**config.mk**
```make
export PLATFORM = sky130hd
export DESIGN_NAME = load_align_unit
export DESIGN_NICKNAME = d
export VERILOG_FILES = /design/src/rtl/load_align_unit.sv
export SDC_FILE = /design/constraint.sdc
export NUM_CORES = 1
export LEC_CHECK = 0
export ABC_AREA = 1
export CAP_MARGIN = 20
export CELL_PAD_IN_SITES_DETAIL_PLACEMENT = 1
export CELL_PAD_IN_SITES_GLOBAL_PLACEMENT = 1
export CORE_UTILIZATION = 40
export CTS_CLUSTER_SIZE = 12
export DETAILED_ROUTE_END_ITERATION = 12
export GPL_TIMING_DRIVEN = 1
export PLACE_DENSITY = 0.87
export RECOVER_POWER = 25
export SKIP_CTS_REPAIR_TIMING = 1
export SYNTH_ARGS = -nofsm -noshare
export SYNTH_HDL_FRONTEND = slang
export SYNTH_SLANG_ARGS = --single-unit
```
**constraint.sdc**
```tcl
create_clock -name clock -period 7.1 [get_ports clock]
set_clock_uncertainty 0.15 [all_clocks]
set_input_delay 0.71 -clock clock [delete_from_list [all_inputs] [get_ports clock]]
set_output_delay 0.71 -clock clock [all_outputs]
set_load 0.05 [all_outputs]
```
**src/rtl/load_align_unit.sv**
```systemverilog
// ---------------------------------------------------------------------------
// load_align_unit
//
// Load-data front end between the MEM stage and the L1 data cache. A load
// request (byte address + funct3) is turned into one or two word-aligned
// cache reads. The returned word(s) are merged, shifted down to the load
// offset, trimmed to the access size and sign/zero-extended.
// Boundary-crossing loads are either split into two reads
// (MISALIGNED_SPLIT=1) or reported as misaligned with no cache access
// (MISALIGNED_SPLIT=0).
//
// Parameters
//   XLEN             data/address width, 32 or 64
//   MISALIGNED_SPLIT 1 = split boundary-crossing loads, 0 = report them
//
// Ports
//   clock, reset       rising-edge clock, async active-low reset
//   req_valid/ready    load request handshake (ready only when idle)
//   req_funct3         load type (LB/LH/LW/LD/LBU/LHU/LWU)
//   req_addr           byte address of the load
//   mem_req_valid/addr word-aligned cache read request
//   mem_req_ready      cache accepts the read
//   mem_rsp_valid/data cache read data
//   rsp_valid          one-cycle result pulse, no backpressure
//   rsp_data           aligned/extended result, held until next response
//   rsp_misaligned     result is a misaligned report, not a load
//
// State table
//   state   | meaning
//   S_IDLE  | waiting for a request, req_ready=1
//   S_REQ0  | issuing read of the base word
//   S_WAIT0 | waiting for the base word
//   S_REQ1  | issuing read of the following word (split loads)
//   S_WAIT1 | waiting for the following word
//   S_RESP  | rsp_valid pulse with registered result
// ---------------------------------------------------------------------------
module load_align_unit #(
    parameter int XLEN             = 32,
    parameter bit MISALIGNED_SPLIT = 1'b1
) (
    input  logic            clock,
    input  logic            reset,
    input  logic            req_valid,
    output logic            req_ready,
    input  logic [2:0]      req_funct3,
    input  logic [XLEN-1:0] req_addr,
    output logic            mem_req_valid,
    output logic [XLEN-1:0] mem_req_addr,
    input  logic            mem_req_ready,
    input  logic            mem_rsp_valid,
    input  logic [XLEN-1:0] mem_rsp_data,
    output logic            rsp_valid,
    output logic [XLEN-1:0] rsp_data,
    output logic            rsp_misaligned
);

    localparam int BYTES = XLEN / 8;
    localparam int OFFW  = $clog2(BYTES);

    localparam logic [2:0] S_IDLE  = 3'd0;
    localparam logic [2:0] S_REQ0  = 3'd1;
    localparam logic [2:0] S_WAIT0 = 3'd2;
    localparam logic [2:0] S_REQ1  = 3'd3;
    localparam logic [2:0] S_WAIT1 = 3'd4;
    localparam logic [2:0] S_RESP  = 3'd5;

    logic [2:0]      state_q;
    logic [2:0]      f3_q;
    logic [OFFW-1:0] off_q;
    logic [XLEN-1:0] base_q;
    logic            split_q;
    logic [XLEN-1:0] lo_q;

    logic [OFFW-1:0] req_off;
    logic [XLEN-1:0] req_base;
    logic [4:0]      req_span;
    logic            req_split;

    // LD and LWU do not exist on a 32-bit datapath; they fall back to a raw
    // word read together with 111.
    function automatic logic is_legal(input logic [2:0] f3);
        if (f3 == 3'b111) return 1'b0;
        if ((XLEN == 32) && ((f3 == 3'b011) || (f3 == 3'b110))) return 1'b0;
        return 1'b1;
    endfunction

    function automatic logic [3:0] size_bytes(input logic [2:0] f3);
        if (!is_legal(f3)) return 4'(BYTES);
        case (f3[1:0])
            2'b00:   return 4'd1;
            2'b01:   return 4'd2;
            2'b10:   return 4'd4;
            default: return 4'd8;
        endcase
    endfunction

    // Merge, shift down to the byte offset, trim to size and extend.
    // funct3[2]=0 selects sign extension; for a full-width load the extension
    // mask is empty so LD passes through untouched.
    function automatic logic [XLEN-1:0] extract(
        input logic [XLEN-1:0] lo,
        input logic [XLEN-1:0] hi,
        input logic [OFFW-1:0] off,
        input logic [2:0]      f3
    );
        logic [2*XLEN-1:0] shifted;
        logic [XLEN-1:0]   mask;
        logic [XLEN-1:0]   msb;
        logic [XLEN-1:0]   val;
        int                nbits;
        if (!is_legal(f3)) return lo;
        shifted = {hi, lo} >> {off, 3'b000};
        nbits   = 8 * int'(size_bytes(f3));
        mask    = {XLEN{1'b1}} >> (XLEN - nbits);
        msb     = mask & ~(mask >> 1);
        val     = shifted[XLEN-1:0] & mask;
        if (!f3[2] && (|(val & msb))) val = val | ~mask;
        return val;
    endfunction

    always_comb begin
        req_off   = req_addr[OFFW-1:0];
        req_base  = {req_addr[XLEN-1:OFFW], {OFFW{1'b0}}};
        req_span  = 5'(req_off) + 5'(size_bytes(req_funct3));
        req_split = is_legal(req_funct3) && (req_span > 5'(BYTES));
    end

    always_ff @(posedge clock or negedge reset) begin
        if (!reset) begin
            state_q        <= S_IDLE;
            f3_q           <= 3'd0;
            off_q          <= '0;
            base_q         <= '0;
            split_q        <= 1'b0;
            lo_q           <= '0;
            rsp_data       <= '0;
            rsp_misaligned <= 1'b0;
        end else begin
            case (state_q)
                S_IDLE: begin
                    if (req_valid) begin
                        f3_q    <= req_funct3;
                        off_q   <= req_off;
                        base_q  <= req_base;
                        split_q <= req_split;
                        if (req_split && !MISALIGNED_SPLIT) begin
                            rsp_data       <= '0;
                            rsp_misaligned <= 1'b1;
                            state_q        <= S_RESP;
                        end else begin
                            state_q <= S_REQ0;
                        end
                    end
                end
                S_REQ0: begin
                    if (mem_req_ready) state_q <= S_WAIT0;
                end
                S_WAIT0: begin
                    if (mem_rsp_valid) begin
                        lo_q <= mem_rsp_data;
                        if (split_q) begin
                            state_q <= S_REQ1;
                        end else begin
                            rsp_data       <= extract(mem_rsp_data, '0, off_q, f3_q);
                            rsp_misaligned <= 1'b0;
                            state_q        <= S_RESP;
                        end
                    end
                end
                S_REQ1: begin
                    if (mem_req_ready) state_q <= S_WAIT1;
                end
                S_WAIT1: begin
                    if (mem_rsp_valid) begin
                        rsp_data       <= extract(lo_q, mem_rsp_data, off_q, f3_q);
                        rsp_misaligned <= 1'b0;
                        state_q        <= S_RESP;
                    end
                end
                S_RESP: begin
                    rsp_misaligned <= 1'b0;
                    state_q        <= S_IDLE;
                end
                default: state_q <= S_IDLE;
            endcase
        end
    end

    always_comb begin
        req_ready     = (state_q == S_IDLE);
        rsp_valid     = (state_q == S_RESP);
        mem_req_valid = (state_q == S_REQ0) || (state_q == S_REQ1);
        case (state_q)
            S_REQ0:  mem_req_addr = base_q;
            S_REQ1:  mem_req_addr = base_q + XLEN'(BYTES);
            default: mem_req_addr = '0;
        endcase
    end

endmodule
```
==> impl_metrics.tcl, run 1 <==
set metrics [dict create \
    status "complete, but fails checks" \
    violations "max-capacitance violations, max-slew violations" \
    layout_common_cells "498 x nand2_1, 187 x o21ai_0, 175 x inv_1" \
    drt_iter0_markers 753 \
    clkLatencyLatePin_ps 370 \
    final_common_cell "nand2_1" \
    grt_overflow 0 \
    drc 0 \
    timing.rr.end "rsp_data[31]" \
    synth.area.mux_share_pct 1.406 \
    synth_area_mm2 0.008010 \
    finalSetupViolCount 0 \
    ys_seq_elements 103 \
    rsz0062_at_grt "no" \
    synth-adder-area-share_pct 0.8747 \
    clk_path_buf_depth 2 \
    grt_pass1_vias 9010 \
    hold_slack_ps 328.5 \
    irDropWorstVdd_mv 0.2264 \
    rr_worst_depth 16 \
    hold_violations 0 \
    port_buffers 136 \
    core-area_mm2 0.01953 \
    synth-simple-area-share_pct 33.46 \
    dieArea_mm2 0.02060 \
    synth_top_family_by_area "simple AND/OR/NAND/NOR gates" \
    cp-start-kind "register" \
    fp.dieW_um 143.5 \
    antenna_found_initial 0 \
    finalCritPeriodShare_pct 61.19 \
    grt_start_max_net_pins 78 \
    grt_first_pass_wirelength_um 49340 \
    htree_levels 3 \
    drv_cap 1 \
    area_delta_synth_final_pct 22.77 \
    synthCells 1321 \
    fin_tns_setup_ps 0 \
    min_from "rsp_data[27]" \
    start_util_pct 41.02 \
    clk_pin_slew_ps 80 \
    synth_xor_area_share_pct 0.7654 \
    nets 1488 \
    timing.rr.start "f3_q[1]" \
    fmax_mhz 230.2 \
    cts_made_buffers 9 \
    crit_type "reg -> out" \
    crit_fanout 19 \
    grt_usage_pct 31.19 \
    dpl-instance-area_mm2 0.009508 \
    power_w 0.005210 \
    fin_crit_ps 4344 \
    yosys_warnings 0 \
    drt-total-wl_um 30810 \
    fin_ws_ps 2756 \
    ff2ff_setup_slack_ps 3020 \
    drt-wirelength-per-cell_um 18.33 \
    vias 9119 \
    stdcell_area_mm2 0.009834 \
    drv_slew 53 \
    via_per_inst 5.425 \
    cts_sinks 103 \
    drt-pass1-iter-count 5 \
    synth_cell_type_count 39 \
    end_kind "output port" \
    antennaDiodeCount 0 \
    ys_seq_area_share_pct 32.18 \
    worstHoldEndpoint "rsp_data[27]" \
    globalplace.congestion 0.9212 \
    p_leak_nw 5.016 \
    root_buffer "clkbuf_16" \
    cts_tree "done" \
    syn_avg_cell_area_um2 6.064 \
    synth-compound-area-share_pct 18.74 \
    row_count 51 \
    ant_nets 0 \
    required_ps 6240 \
    cp.arrival_ps 3480 \
    die_h_um 143.5 \
    slew-limit-headroom_pct -110.0 \
    worstHoldPathType "reg -> reg" \
    powerDensity_mw_per_mm2 529.8 \
    worst_pin_slew_ps 3150 \
    drive_above_1_share_pct 4.025 \
    dp_hpwl_um 22320 \
    holdPathStages 2 \
    pin_count 140 \
    dp_slack_ps 3145 \
]
## registers in the layout (all words and copies together) (netlist names)
| name | count |
|---|---|
| off_q | 2 |
| state_q | 3 |
| f3_q | 3 |
| split_q | 1 |
| base_q | 30 |
| lo_q | 32 |
| rsp_data | 32 |
## cells in the mapped netlist
cell type | count | area, µm²
fa_1 | 1 | 20.02
xnor2_1 | 1 | 8.760
a22o_1 | 1 | 8.760
nor3b_2 | 1 | 12.51
o21a_1 | 1 | 7.510
a221oi_1 | 7 | 61.31
o32ai_1 | 1 | 8.760
nor2_4 | 1 | 11.26
a31oi_1 | 5 | 31.28
inv_2 | 5 | 18.77
or2_2 | 1 | 6.260
nand3_1 | 37 | 185.2
a21oi_2 | 1 | 8.760
buf_2 | 28 | 140.1
inv_1 | 174 | 653.1
nand2_1 | 498 | 1869
clkbuf_1 | 32 | 120.1
o211ai_1 | 20 | 150.1
nor3_2 | 1 | 10.01
nor3_1 | 19 | 95.09
conb_1 | 1 | 3.750
xor2_1 | 6 | 52.55
ha_1 | 4 | 50.05
dfrtp_1 | 103 | 2577
o21ai_0 | 187 | 935.9
nor2_2 | 3 | 18.77
nor2_1 | 89 | 334.1
mux2_2 | 10 | 112.6
nand4_1 | 9 | 56.30
o22ai_1 | 6 | 37.54
buf_4 | 8 | 60.06
nand2_2 | 2 | 12.51
buf_1 | 3 | 11.26
a21oi_1 | 41 | 205.2
nand3_2 | 5 | 50.05
a211oi_1 | 4 | 30.03
o221a_1 | 1 | 11.26
o21ai_1 | 1 | 5.000
nor4_1 | 3 | 18.77
## worst max path at each step
| stage | start | to | slack (ps) | cells after the start |
|---|---|---|---|---|
| final | state_q[0] | mem_req_addr[12] | 2760 | 8 |
| after global placement | state_q[2] | mem_req_addr[12] | 3220 | 7 |
| after global routing | state_q[0] | mem_req_addr[12] | 2580 | 8 |
| after detailed placement | f3_q[1] | rsp_data[16] | 3140 | 16 |
| after CTS | state_q[0] | mem_req_addr[12] | 2780 | 8 |
| after floorplan | base_q[2] | mem_req_addr[26] | 3830 | 8 |
## report_power, final
| part | switching, W | internal [W] |
|---|---|---|
| registers | 0.000281 | 0.000856 |
| logic | 0.00244 | 0.00105 |
| clock network | 0.000261 | 0.000315 |
## critical path, stage by stage, from the launching register on
cell and delay (ps):
dfrtp_1 390, inv_1 110, nor2_4 410, inv_1 300, nor2_1 490, inv_1 260
nor2_1 140, o221a_1 210, clkdlybuf4s50_1 800
## cells by family after synthesis
kind of cell,count (synthesis)
and+or+nand+nor,669
DFF,103
muxes,10
other,1
xor gates and xnor gates,7
buffers and inverters,250
adders and majority gates,5
AOI/OAI and AO/OA,276
## final cells by class
class | count | area (µm²)
clock buffer | 9 | 225.2
tap | 265 | 331.6
clock inverter | 7 | 105.1
sequential | 103 | 2579
inverter | 179 | 671.9
multi-input combinational | 970 | 4437
fill | 2685 | 9692
timing repair buffer | 148 | 1485
## stage by stage
stage / util, % / std cells
after floorplan: - / 1323
after global placement: 48.41 / 1663
after detailed placement: 48.69 / 1665
after CTS: 50.38 / 1681
after global routing: 50.37 / 1681
final: 50.37 / 1681
## routing by layer
metal,vias to the layer above,global-route usage [%],wire length (µm),share of wire (%)
li1,4356,-,-,-
met1,4406,43.87,14240,46
met2,315,49.16,14010,45
met3,42,4.798,1929,6.3
met4,0,9.183,627,2.0
met5,-,0,0,0
No activity file was read; power rests on OpenSTA's default activity.
==> run 2, diff against run 1 <==
Settings changed: CORE_UTILIZATION 40 to 37, PLACE_DENSITY 0.87 to 0.81.
Clock period 7.1 ns to 4.2 ns, I/O delays scaled along.
==> impl_metrics.tcl, run 2 (same netlist as run 1, synthesis figures left out) <==
set metrics [dict create \
    dp_cells 1679 \
    worstHoldPathType "reg -> reg" \
    start_util_pct 37.87 \
    slew-limit-headroom_pct -24.12 \
    nets 1493 \
    p_switching_w 0.004991 \
    pin_count 140 \
    comb_power_share_pct 68.3 \
    cts_sinks 103 \
    final_common_cell "nand2_1" \
    finalSetupViolCount 0 \
    power_w 0.008651 \
    drt-wirelength-per-cell_um 17.95 \
    htree_levels 3 \
    fp.dieW_um 149.1 \
    dp_slack_ps 696.3 \
    fin_crit_ps 3947 \
    grt_pass1_vias 9141 \
    vias 9007 \
    drv_cap 1 \
    fin_ws_ps 252.9 \
    powerDensity_mw_per_mm2 882.1 \
    seqPwrFrac_pct 22.0 \
    root_buffer "clkbuf_16" \
    drc 0 \
    layout_common_cells "497 x nand2_1, 187 x o21ai_0, 174 x inv_1" \
    grt_usage_pct 28.51 \
    crit_type "reg -> out" \
    irDropWorstVdd_mv 0.4219 \
    drt_iter0_markers 578 \
    cp.arrival_ps 3380 \
    internal-power_w 0.003660 \
    ant_nets 0 \
    fin_tns_setup_ps 0 \
    switching_share_pct 57.69 \
    grt_start_max_net_pins 77 \
    finalCritPeriodShare_pct 93.98 \
    hold_violations 0 \
    crit_fanout 19 \
    violations "max-capacitance violations, max-slew violations" \
    clkLatencyLatePin_ps 370 \
    cp-start-kind "register" \
    p_leak_nw 5.007 \
    clk_pin_slew_ps 80 \
    cts_made_buffers 9 \
    status "complete, but fails checks" \
    via_per_inst 5.311 \
    dp_hpwl_um 21820 \
    drt-total-wl_um 30440 \
    drv_slew 64 \
    grt_overflow 0 \
    fmax_mhz 253.4 \
    antennaDiodeCount 0 \
    core-area_mm2 0.02115 \
    grt_first_pass_wirelength_um 49140 \
    die_h_um 149.1 \
    antenna_found_initial 1 \
    reg_top3 "lo_q: 32 flops, rsp_data: 32 flops, base_q: 30 flops" \
    rsz0062_at_grt "no" \
    port_buffers 136 \
    end_kind "output port" \
    drive_above_1_share_pct 4.574 \
    row_count 53 \
    cts_tree "done" \
    dieArea_mm2 0.02224 \
    clk_path_buf_depth 2 \
    required_ps 3630 \
    drt-pass1-iter-count 7 \
    area_delta_synth_final_pct 22.43 \
    final_cells 1696 \
    worst_pin_slew_ps 1862 \
    clockPowerShare_pct 9.7 \
    globalplace.congestion 0.9168 \
]
run 2: cell types whose count changed in the layout (fill, tap and decap cells not counted), moves of 2 or more:
cell,change
inv_2,+2
buf_16,-2
clkinv_2,+2
bufinv_16,-2
buf_4,+5
run 2: metrics by stage:
step | hold WS [ps] | utilization (%) | instance area [µm²]
2_1_floorplan | -25.59 | - | 8018
3_3_place_gp | 312.3 | 44.97 | 9513
3_5_place_dp | 314.1 | 44.97 | 9513
4_1_cts | 92.07 | 46.29 | 9793
5_1_grt | 359.4 | 46.36 | 9807
6_report | 333.5 | 46.36 | 9807
run 2: layout make-up:
cell class | count | area, µm²
Clock inverter | 7 | 55.05
Inverter | 179 | 671.9
Tap cell | 275 | 344.1
Sequential cell | 103 | 2579
Fill cell | 2840 | 11350
Timing Repair Buffer | 153 | 1493
Clock buffer | 9 | 225.2
Multi-Input combinational cell | 970 | 4439
run 2: layer usage:
layer | part of all wire (%) | GRT usage (%)
met1 | 45 | 37.78
met2 | 47 | 47.35
met3 | 6.2 | 4.312
met4 | 2.3 | 9.286
met5 | 0.053 | 0
run 2: power by group through the flow:
| stage | clock [W] | sequential (W) | combinational [W] |
|---|---|---|---|
| after floorplan | 0 | 0.00220 | 0.00373 |
| after global placement | 0 | 0.00189 | 0.00574 |
| after detailed placement | 0 | 0.00191 | 0.00585 |
| after CTS | 0.000866 | 0.00190 | 0.00590 |
| after global routing | 0.000891 | 0.00196 | 0.00655 |
| final | 0.000841 | 0.00190 | 0.00591 |
run 2: final timing paths:
kind | start | endpoint | slack, ps | depth (start not counted)
hold reg to reg | rsp_data[25] | rsp_data[25] | 330 | 2
max in group asynchronous | reset | off_q[0] | 1550 | 2
setup reg to reg | f3_q[1] | rsp_data[21] | 800 | 13
setup / recovery | state_q[0] | mem_req_addr[30] | 250 | 7
hold / removal | rsp_data[25] | rsp_data[25] | 330 | 2
min in group asynchronous | reset | rsp_data[2] | 420 | 1
run 2: critical path, cell delays in order (launching register included):
cell	delay (ps)
dfrtp_1	390
inv_1	110
nor2_4	370
inv_1	250
nor2_1	440
inv_1	250
o21ai_0	330
clkdlybuf4s50_1	870
==> run 3, diff against run 2 <==
Settings changed: CAP_MARGIN 20 to default.
==> impl_metrics.tcl, run 3 (same netlist as run 1, synthesis figures left out) <==
set metrics [dict create \
    status "complete, but fails checks" \
    violations "max-capacitance violations, max-slew violations" \
    drt-total-wl_um 30440 \
    reg_top3 "lo_q: 32 flops, rsp_data: 32 flops, base_q: 30 flops" \
    ant_nets 0 \
    nets 1492 \
    cts_made_buffers 9 \
    dp_hpwl_um 21820 \
    fp.dieW_um 149.1 \
    finalSetupViolCount 0 \
    start_util_pct 37.87 \
    fin_tns_setup_ps 0 \
    fin_crit_ps 3960 \
    grt_pass1_vias 9141 \
    drt-wirelength-per-cell_um 17.96 \
    end_kind "output port" \
    layout_common_cells "497 x nand2_1, 187 x o21ai_0, 174 x inv_1" \
    grt_usage_pct 28.51 \
    required_ps 3630 \
    crit_type "reg -> out" \
    cp.arrival_ps 3390 \
    root_buffer "clkbuf_16" \
    clk_path_buf_depth 2 \
    slew-limit-headroom_pct -23.26 \
    crit_fanout 19 \
    p_leak_nw 4.997 \
    vias 8967 \
    row_count 53 \
    finalCritPeriodShare_pct 94.29 \
    fmax_mhz 252.5 \
    met1_length_um 13790 \
    drt-pass1-iter-count 5 \
    die_h_um 149.1 \
    via_per_inst 5.290 \
    drv_slew 64 \
    dpl-instance-area_mm2 0.009513 \
    globalplace.congestion 0.9168 \
    dr_wl_met3_um 1749 \
    dieArea_mm2 0.02224 \
    irDropWorstVdd_mv 0.4224 \
    grt_overflow 0 \
    drt_iter0_markers 604 \
    post-route-util_pct 46.26 \
    port_buffers 136 \
    drive_above_1_share_pct 4.507 \
    antenna_found_initial 1 \
    wl_met2_um 14200 \
    cp-start-kind "register" \
    cts_sinks 103 \
    stdcell_area_mm2 0.009787 \
    grt_start_max_net_pins 77 \
    ff2ff_setup_slack_ps 820 \
    cts_tree "done" \
    antennaDiodeCount 0 \
    clkLatencyLatePin_ps 370 \
    core-area_mm2 0.02115 \
    pin_count 140 \
    htree_levels 3 \
    rsz0062_at_grt "no" \
    clk_pin_slew_ps 80 \
    fill_cells 2842 \
    drc 0 \
    drv_cap 1 \
    worst_pin_slew_ps 1849 \
    area_delta_synth_final_pct 22.18 \
    worstHoldPathType "reg -> reg" \
    final_common_cell "nand2_1" \
    grt_first_pass_wirelength_um 49140 \
    hold_violations 0 \
    routed.top_layer "met5" \
    powerDensity_mw_per_mm2 884.2 \
]
run 3: cell count changes in the layout (fill, tap and decap cells not counted), sizes merged:
cell | before | now
buf | 16 | 15
run 3: stage by stage:
step                      power [W]  std cells  setup slack (ps)  hold WS [ps]
final                      0.008653       1695             239.9         333.5
after global routing       0.009394       1695             67.64         359.4
after CTS                  0.008659       1695             270.6         92.07
after detailed placement   0.007762       1679             696.3         314.1
after global placement     0.007631       1679             734.6         312.3
after floorplan            0.005927       1323              1220        -25.59
run 3: cell type report:
type	instances	area, µm²	area share (%)
well taps	275	344.1	3.516
flip-flops and latches	103	2579	26.35
clock inverters	7	55.05	0.5625
multi-input cells	970	4439	45.36
clock buffers	9	225.2	2.301
repair buffers	152	1473	15.05
inverters	179	671.9	6.865
run 3: report_power, final:
part	switching, W	internal (W)
combinational	0.00411	0.00180
sequential	0.000455	0.00145
clock	0.000431	0.000411
total	0.00500	0.00365
run 3: final timing paths:
check / end / startpoint / cells past startpoint
setup / recovery: mem_req_addr[30] / state_q[0] / 7
hold / removal: rsp_data[25] / rsp_data[25] / 2
setup reg to reg: rsp_data[21] / f3_q[1] / 13
hold reg to reg: rsp_data[25] / rsp_data[25] / 2
max in group asynchronous: off_q[0] / reset / 2
min in group asynchronous: rsp_data[2] / reset / 1
run 3: critical path, cell delays in order (launching register included):
cell and delay, ps:
dfrtp_1 390, inv_1 110, nor2_4 370, inv_1 250
nor2_1 450, inv_1 260, o21ai_0 330, clkdlybuf4s50_1 870
run 3: layer usage:
| metal | global-route usage [%] | up-vias |
|---|---|---|
| met5 | 0 | - |
| met4 | 9.286 | 2 |
| met3 | 4.312 | 44 |
| met2 | 47.35 | 263 |
| met1 | 37.78 | 4295 |
| li1 | - | 4363 |
==> edit: new RTL, settings of run 2 <==
Make the reset (`reset`) synchronous in one clocked block. Comments in the files are not updated.
--- a/src/rtl/load_align_unit.sv
+++ b/src/rtl/load_align_unit.sv
@@ -125,7 +125,7 @@
         req_split = is_legal(req_funct3) && (req_span > 5'(BYTES));
     end
 
-    always_ff @(posedge clock or negedge reset) begin
+    always_ff @(posedge clock) begin
         if (!reset) begin
             state_q        <= S_IDLE;
             f3_q           <= 3'd0;
Behaviour: differs if reset is asserted again (counterexample within 4 cycles, from zero or initial values and one cycle with reset low); with reset held inactive, the same outputs for 4 cycles.
==> edit against run 2 <==
Setup slack gained 0.35 ns; sequential cell count is the same; area after synthesis shrank 6.6%; routed wire length shrank 3.0%; critical endpoint is now lo_q[14]; worst hold slack lost 0.0075 ns; global-route usage grew 0.67 points; via count shrank 2.5%; sequential share of layout area shrank 4.0 points; cell area shrank 5.8%; total power shrank 31%; count of clock-buffer cells in the layout grew 1.
==> edit: results (changes against run 2) <==
Final #Nets = 1428 (was 1493)
Leakage Power = 3.69 nW (was 5.01 nW)
Mean Syn Cell Area = 5.90 um2 (was 6.06 um2)
fillcell total = 2719 (was 2840)
arrival time worst endpoint = 3.69 ns (was 3.38 ns)
placed instance area = 8950 um2 (was 9510 um2)
routability cong. = 0.922 (was 0.917)
leading post-synthesis cells by cell area = dfxtp_1 28%, o21ai_0 15%, nand2_1 14% (was dfrtp_1 32%, nand2_1 23%, o21ai_0 12%)
metal2 WL = 13.0 mm (was 14.2 mm)
status = completed (was finished, violations left)
Worst path max stage delay = 0.95 ns (was 0.87 ns)
Synth top cells by count = 274 x nand2_1, 218 x o21ai_0, 152 x inv_1, 143 x a21oi_1, 136 x nor2_1 (was 498 x nand2_1, 187 x o21ai_0, 174 x inv_1, 103 x dfrtp_1, 89 x nor2_1)
Top FF cell, synth = dfxtp_1 (was dfrtp_1)
maximum vdd ir drop = 0.299 mV (was 0.422 mV)
vias in the first global route = 8458 (was 9141)
dpl hpwl = 21.8 mm (about the same)
initial drt markers = 719 (was 578)
R2R Path Start = state_q[1] (was f3_q[1])
Worst Max-Slew Pin Slew = 1.16 ns (was 1.86 ns)
initial antenna violation count = 0 (was 1)
Total GRT Usage = 0.292 (was 0.285)
clk slew on worst S/H paths = 0.08 ns (about the same)
Synth-to-Final Area Change = 23.5% (was 22.4%)
Fmax achieved = 0.278 GHz (was 0.253 GHz)
metal3 WL = 1.94 mm (was 1.89 mm)
sequential area share after synthesis = 0.276 (was 0.322)
r2r setup slk = 0.61 ns (was 0.80 ns)
wl on met1 = 14.1 mm (was 13.6 mm)
layout cell share with drive strength beyond 1 = 0.0472 (was 0.0457)
largest net degree at the start of global routing = 61 (was 77)
via count = 8781 (was 9007)
Critical Path Sink = lo_q[14] (was mem_req_addr[30])
total wire length = 29.5 mm (was 30.4 mm)
DR pass1 iterations = 6 (was 7)
CP top delay family = simple AND/OR/NAND/NOR gates (was buffers and inverters)
worst slack, placed = 0.986 ns (was 0.696 ns)
CP max-delay cell = nor3_1 (was clkdlybuf4s50_1)
CP max FO = 34 (was 19)
FF-to-FF path depth = 6 (was 13)
DP Cell Count = 1604 (was 1679)
==> edit: cell count changes in the layout (fill, tap and decap cells not counted), sizes merged, moves of 2 or more <==
cell           before  now
a31oi               5    9
nor3b               1    3
dlygate4sd3         0   31
nor2               93  143
o21ai             188  223
dfxtp               0  103
inv               182  160
clkdlybuf4s50     135  104
dfrtp             103    0
nand2             500  278
a21oi              42  143
mux2               10    0
==> edit: tightest hold or removal path, cell delays in order, from the launching register on <==
cell     delay, ns
dfxtp_1       0.31
inv_1         0.07
a21oi_1       0.06
==> edit: worst min path at each step <==
stage / from / end / slack, ns / cells past startpoint
final: lo_q[0] / lo_q[0] / 0.33 / 2
after floorplan: lo_q[2] / lo_q[2] / 0.29 / 2
after detailed placement: lo_q[0] / lo_q[0] / 0.31 / 2
after CTS: lo_q[0] / lo_q[0] / 0.32 / 2
after global routing: lo_q[0] / lo_q[0] / 0.35 / 2
after global placement: lo_q[0] / lo_q[0] / 0.31 / 2
==> edit: cell families after synthesis <==
logic type | after synthesis | synth area share
AND/OR/NAND/NOR | 497 | 0.287
AO/OA/AOI/OAI | 416 | 0.294
buffers and inverters | 241 | 0.128
flip-flops | 103 | 0.276
XOR/XNOR | 5 | 0.00585
adder cells (fa/ha/maj) | 5 | 0.00937
other | 1 | 0.000501
==> edit: area by class of cell <==
type                       count  area share
clock inverter                 5     0.00609
sequential                   103       0.223
multi-input combinational    926       0.483
timing repair buffer         152       0.161
clock buffer                  10      0.0259
inverter                     159      0.0646
tap                          265      0.0359
==> edit: power breakdown <==
group	leakage, nW	internal, mW	switching [mW]
Combinational	2.70	1.04	2.65
Sequential	0.843	1.23	0.194
Clock	0.145	0.477	0.412
==> edit: per-layer routing <==
metal,up-vias,global-route usage
met5,-,0
met4,0,0.0687
met3,29,0.0513
met2,249,0.460
met1,4187,0.410
li1,4316,-
